<file path="config.mk">
export PLATFORM = sky130hd
export DESIGN_NAME = eth_clk_div_ctrl
export DESIGN_NICKNAME = d
export VERILOG_FILES = /design/src/rtl/eth_clk_div_ctrl.sv
export SDC_FILE = /design/constraint.sdc
export NUM_CORES = 1
export LEC_CHECK = 0
export CORE_ASPECT_RATIO = 0.75
export CORE_MARGIN = 2
export CORE_UTILIZATION = 47
export DETAILED_ROUTE_END_ITERATION = 6
export PLACE_DENSITY = 0.75
export SYNTH_ARGS = -nofsm -noshare
export SYNTH_HDL_FRONTEND = slang
export SYNTH_SLANG_ARGS = --single-unit
</file>
<file path="constraint.sdc">
create_clock -name clk_i -period 1.8 [get_ports clk_i]
set_clock_uncertainty 0.15 [all_clocks]
set_input_delay 0.45 -clock clk_i [delete_from_list [all_inputs] [get_ports clk_i]]
set_output_delay 0.45 -clock clk_i [all_outputs]
set_load 0.05 [all_outputs]
</file>
<file path="src/rtl/eth_clk_div_ctrl.sv">
// Ethernet speed-change sequencer: gates the divider output, programs a new divider value,
// then waits for it to settle. Define ETH_CLK_CTRL_TIMEOUT_EN to add a PROG handshake timeout.
module eth_clk_div_ctrl #(
   parameter int DIV_WIDTH     = 8,
   parameter int DIV_1G        = 4,
   parameter int DIV_100M      = 20,
   parameter int DIV_10M       = 200,
   parameter int GATE_CYCLES   = 4,
   parameter int SETTLE_CYCLES = 16
) (
   input  logic                 clk_i,
   input  logic                 rst_ni,
   input  logic [1:0]           speed_i,
   input  logic                 speed_valid_i,
   output logic                 speed_ready_o,
   output logic [DIV_WIDTH-1:0] div_o,
   output logic                 div_valid_o,
   input  logic                 div_ready_i,
   output logic                 clk_en_o,
   output logic                 busy_o,
   output logic                 done_o,
   output logic                 err_o,
   output logic [1:0]           cur_speed_o
);

   typedef enum logic [1:0] {IDLE, GATE, PROG, SETTLE} state_t;

   localparam logic [1:0] SPD_10M  = 2'b00;
   localparam logic [1:0] SPD_100M = 2'b01;
   localparam logic [1:0] SPD_1G   = 2'b10;
   localparam logic [1:0] SPD_RSVD = 2'b11;

   localparam logic [7:0] GATE_LAST   = 8'(GATE_CYCLES - 1);
   localparam logic [7:0] SETTLE_LAST = 8'(SETTLE_CYCLES - 1);
`ifdef ETH_CLK_CTRL_TIMEOUT_EN
   localparam logic [7:0] TIMEOUT_LAST = 8'd254;
`endif

   state_t     state;
   logic [7:0] cnt;
   logic [1:0] target;

   function automatic logic [DIV_WIDTH-1:0] div_for(input logic [1:0] spd);
      case (spd)
         SPD_10M:  div_for = DIV_WIDTH'(DIV_10M);
         SPD_100M: div_for = DIV_WIDTH'(DIV_100M);
         default:  div_for = DIV_WIDTH'(DIV_1G);
      endcase
   endfunction

   always_ff @(posedge clk_i or negedge rst_ni) begin
      if (!rst_ni) begin
         state         <= IDLE;
         cnt           <= '0;
         target        <= SPD_1G;
         speed_ready_o <= 1'b0;
         div_o         <= div_for(SPD_1G);
         div_valid_o   <= 1'b0;
         clk_en_o      <= 1'b1;
         busy_o        <= 1'b0;
         done_o        <= 1'b0;
         err_o         <= 1'b0;
         cur_speed_o   <= SPD_1G;
      end else begin
         done_o <= 1'b0;
         err_o  <= 1'b0;
         case (state)
            IDLE: begin
               speed_ready_o <= 1'b1;
               if (speed_valid_i && speed_ready_o) begin
                  if (speed_i == SPD_RSVD) begin
                     err_o <= 1'b1;
                  end else if (speed_i == cur_speed_o) begin
                     done_o <= 1'b1;
                  end else begin
                     target        <= speed_i;
                     state         <= GATE;
                     cnt           <= '0;
                     clk_en_o      <= 1'b0;
                     busy_o        <= 1'b1;
                     speed_ready_o <= 1'b0;
                  end
               end
            end

            GATE: begin
               if (cnt == GATE_LAST) begin
                  state       <= PROG;
                  cnt         <= '0;
                  div_o       <= div_for(target);
                  div_valid_o <= 1'b1;
               end else begin
                  cnt <= cnt + 8'd1;
               end
            end

            // Divider output stays gated until the new value is actually taken.
            PROG: begin
               if (div_ready_i) begin
                  state       <= SETTLE;
                  cnt         <= '0;
                  div_valid_o <= 1'b0;
                  cur_speed_o <= target;
                  clk_en_o    <= 1'b1;
               end
`ifdef ETH_CLK_CTRL_TIMEOUT_EN
               else if (cnt == TIMEOUT_LAST) begin
                  state         <= IDLE;
                  cnt           <= '0;
                  div_valid_o   <= 1'b0;
                  div_o         <= div_for(cur_speed_o);
                  clk_en_o      <= 1'b1;
                  busy_o        <= 1'b0;
                  speed_ready_o <= 1'b1;
                  err_o         <= 1'b1;
               end else begin
                  cnt <= cnt + 8'd1;
               end
`endif
            end

            SETTLE: begin
               if (cnt == SETTLE_LAST) begin
                  state         <= IDLE;
                  cnt           <= '0;
                  busy_o        <= 1'b0;
                  speed_ready_o <= 1'b1;
                  done_o        <= 1'b1;
               end else begin
                  cnt <= cnt + 8'd1;
               end
            end

            default: state <= IDLE;
         endcase
      end
   end

endmodule

</file>
== Word-level counts from Yosys, hierarchy flattened ==
Index checks and enable logic that the tools add are counted.
Word-level totals
  bits in registers: 28
  output and inout bits: 16
Operators by class
  add/subtract/negate cells: 1
  equality and inequality tests: 14
  mux-type cells: 40
  bitwise logic cells: 2
  reduce and logical (&&, ||, !) cells: 15
Operators by type and width (number)
  $mux W8: 6
  $pmux W8 S4: 1
  $mux W1: 20
  $pmux W8 S2: 1
  $mux W2: 6
  $ne A2 B2 Y1 const B: 6
  $pmux W1 S2: 5
  $reduce_and A5 Y1: 2
  $add A8 B1 Y8 const B: 1
  $eq A8 B2 Y1 const B: 1
  $eq A8 B4 Y1 const B: 1
  $pmux W2 S4: 1
  $reduce_and A4 Y1: 2
  $eq A2 B2 Y1 const B: 3
  $reduce_and A2 Y1: 3
  $reduce_and A6 Y1: 1
  $reduce_bool A2 Y1: 3
  $eq A2 B1 Y1 const B: 2
  $logic_not A2 Y1: 2
  $reduce_and A3 Y1: 1
  $eq A2 B2 Y1: 1
  $not A1 Y1: 2
  $logic_and A1 B1 Y1: 1

== Longest topological paths before layout ==
  depth after elaboration: 5
  mapped depth: 7
  depth with buffers taken out: 7

== Least setup slack after synthesis ==
No wires, ideal clock.
  path kind: flip-flop to flip-flop
  start: register cur_speed_o[0]
  end: register cnt[5]
  setup time: 104 ps
  arrival time: 1780 ps
  required time: 1546 ps
  path slack: -234 ps
  stages on the path, launching flop included: 6
  buffers on the path: 0
  clock period less this slack: 2034 ps
  cell sequence: dfrtp_1 -> nand2b_1 -> a211oi_2 -> o32ai_2 -> or2_4 -> o41ai_2
Between the ends
  cells in the longest elaborated chain, start to end: 3
RTL lines
  start, declared: line 23  | output logic [1:0] cur_speed_o
  start signal, assigned: line 103  | cur_speed_o <= target;
  $eq A2 B2 Y1: line 73  | end else if (speed_i == cur_speed_o) begin
  $ne A2 B2 Y1 (no line)
  $reduce_and A4 Y1 (no line)
  end signal, assigned: line 93  | cnt <= cnt + 8'd1;
  end signal, assigned: line 130  | cnt <= cnt + 8'd1;
  end, declared: line 40  | logic [7:0] cnt;
Every way passes these cells.
A chain may end at the register's enable or synchronous reset.

== Worst setup path in the final report ==
  start: register cnt[1]
  end: register cnt[7]
Between the ends
  cells in the longest elaborated chain, start to end: 3
  elaborated cells between the ends (all ways): 6
RTL lines
  $add A8 B1 Y8 (tied with other cells): line 93, 130
  $mux W8 (on tied branches): line 123, 87
  $pmux W8 S4 *: line 67  | case (state)
Every way passes the cells marked *; elsewhere a longest branch is shown, timed or not.

==> flow_summary.toml <==
[status]
status = "finished with violations"
violations = "negative setup slack"

[synth]
syn_area_per_cell_um2 = 9.73
synth_edf_count = 0
yosys-top-cells-area = "dfrtp_1 (37%), dfstp_2 (8.2%), ha_1 (4.9%), mux2_2 (4.4%), nand2_1 (3.5%)"
synth_cell_types = 36
synth_top_cell_area_share = 0.373
synth_commonest_cells = "dfrtp_1 (19), nand2_1 (12), inv_1 (10)"
yosys_warnings = 0
yosysTopAreaCell = "dfrtp_1"
postSynthCellCount = 131
ys_seq_area_frac = 0.455
synthFlopType = "dfrtp_1"
yosysMostFrequentCell = "dfrtp_1"
synth-seq-cells = 23
synth_area_um2 = 1270
async_flop_share = 1.00

[setup_path]
crit_arrival_ns = 2.28
cp-end-kind = "flop"
cp_max_fo = 5
reg2reg_to = "cnt[7]"
reg2reg_slack_ns = -0.36
crit_required_ns = 1.91
cp-endpoint = "cnt[7]"
cp_slowest_stage_delay_ns = 0.53
worstSetupStartpointType = "flop"
critical_path_class = "reg2reg"
reg2reg_from = "cnt[1]"
cp_cell_sequence = "ha_4 -> or4b_4 -> nor3_4 -> buf_4 -> or2_4 -> or4_1 -> nand3_1"
worst-r2r-cell-count = 7
startpoint = "cnt[1]"
slowest_stage = "or4_1"

[routing]
postRouteAntennaNets = 0
viasPerCell = 6.06
firstDrtPassIters = 5
avgRoutedWirePerCell_um = 21.9
wl_um = 5180
drc = 0
drtIter0Drc = 149
vias = 1429

[floorplanning]
initial_utilization = 0.490
die_w_um = 64.1
die_area_um2 = 3150
coreArea_um2 = 2600
pin_count = 22
die_height_um = 49.1
std_cell_rows = 16

[cts]
cts.path.max_buffers = 2
htree_levels = 1
numCtsBuffers = 3
cts_sinks = 23
clkTransAtPathRegs_ns = 0.12
cts_root_buf = "clkbuf_4"
cts_tree = "yes"
clock_latency_ns = 0.32

[cells_and_area]
layout.cells.non_filler = 236
area_growth_pct = 79.0
ff_latch_area_um2 = 588
fin_area_um2 = 2280
antenna_cells = 0
fillers = 108
multi_input_area_um2 = 857
final_nets = 212
drive_gt1_frac = 0.585

[global_route]
grt_usage = 0.300
first_global_vias = 1461
grt_pass1_wl_um = 7160
antenna_found_initial = 0
grt_max_degree = 24
overflow = 0

[sta]
rsz0062_at_grt = "yes"
finalMaxSlewViolations = 0
max_freq_mhz = 462
hold_viol = 0
finalCriticalPeriod_ns = 2.16
period_share = 1.20
finalSetupViolCount = 18
setup_ws_ns = -0.364

[hold_path]
min_path_type = "in2async"

[placed_design]
dp.final_hpwl_um = 2750
placed_area_um2 = 1900
place_inst = 215
gp_congestion = 0.913
portBuffers = 18

[pwr]
ir_drop_mv = 1.25
power_leakage_nw = 1.03
powerDensity_nw_per_um2 = 1890

[run]
drv_cap = 0
==> layout make-up <==
class | count | area share
Multi-Input combinational cell | 94 | 0.376
Clock buffer | 4 | 0.0115
Sequential cell | 23 | 0.258
Inverter | 10 | 0.0164
Timing Repair Buffer | 69 | 0.319
Tap cell | 36 | 0.0197
==> per-layer routing <==
layer | share of wire | vias to the layer above | track usage
li1 | - | 599 | -
met1 | 0.38 | 677 | 0.359
met2 | 0.46 | 124 | 0.491
met3 | 0.10 | 29 | 0.0924
met4 | 0.057 | 0 | 0.145
met5 | 0 | - | 0
==> cells in the final DEF (no fill, tap or decap), types with 5 or more instances in the layout <==
cell type | Yosys | layout
buf_12 | 0 | 13
inv_1 | 10 | 6
nand2_1 | 12 | 10
buf_6 | 0 | 10
o21ai_1 | 3 | 5
nand3_1 | 7 | 6
nor3_1 | 6 | 5
dfrtp_1 | 19 | 16
a21oi_1 | 8 | 5
buf_4 | 5 | 41
==> state kept, by name (all words and copies together), names as in the netlist <==
| name | count |
|---|---|
| speed_ready_o | 1 |
| div_o | 3 |
| state | 2 |
| target | 2 |
| div_valid_o | 1 |
| busy_o | 1 |
| clk_en_o | 1 |
| err_o | 1 |
| cur_speed_o | 2 |
| done_o | 1 |
| cnt | 8 |
==> power by group <==
group          total [mW]  internal (mW)  switching, mW
registers           0.968          0.726          0.241
logic                3.11           1.55           1.56
clock network       0.245         0.0869          0.158
==> metrics by stage <==
step	hold slack [ns]	worst slack (ns)	utilization	setup TNS, ns	power [mW]
after floorplan	0.00441	-0.162	-	-1.45	2.09
final	0.321	-0.364	0.877	-4.31	4.32
after global placement	0.321	-0.612	0.729	-6.52	3.05
after detailed placement	0.327	-0.714	0.729	-7.57	3.15
after global routing	0.336	-0.436	0.877	-5.27	4.48
after CTS	0.313	-0.200	0.802	-1.92	3.78
==> critical path: cells and delay by family (launching register included) <==
| kind | cells | cell delay (ns) |
|---|---|---|
| DFF | 1 | 0.44 |
| buffers and inverters | 1 | 0.14 |
| and+or+nand+nor | 5 | 1.19 |
| adders and majority gates | 1 | 0.19 |
==> what timing repair did <==
item                                    4_1_cts  5_1_grt
resized for setup                            26       32
buffers inserted                             10        7
hold buffers                                  0        0
endpoints found under the hold margin         0        0
gates cloned                                  1        0
pin swaps                                    16       12
endpoints found under the setup margin       18       21
==> how the worst min path moves through the flow <==
stage / endpoint / slack (ns) / cells past startpoint
CTS: cnt[2] / 0.31 / 2
finish: cnt[2] / 0.32 / 2
global route: state[1] / 0.34 / 2
global placement: div_o[2] / 0.32 / 2
floorplan: busy_o / 0.004 / 0
detailed placement: div_o[2] / 0.33 / 2
==> cells by family (layout without fill, tap and decap cells) <==
group	Yosys count	in the layout	synth area share
DFF	23	23	0.455
and+or+nand+nor	48	48	0.200
muxes	5	5	0.0442
buffers and inverters	16	83	0.0628
xor gates and xnor gates	1	1	0.00687
adders and majority gates	5	5	0.0491
AOI/OAI and AO/OA	32	32	0.179
other	1	3	0.00294
Power figures use the tool's default switching activity.
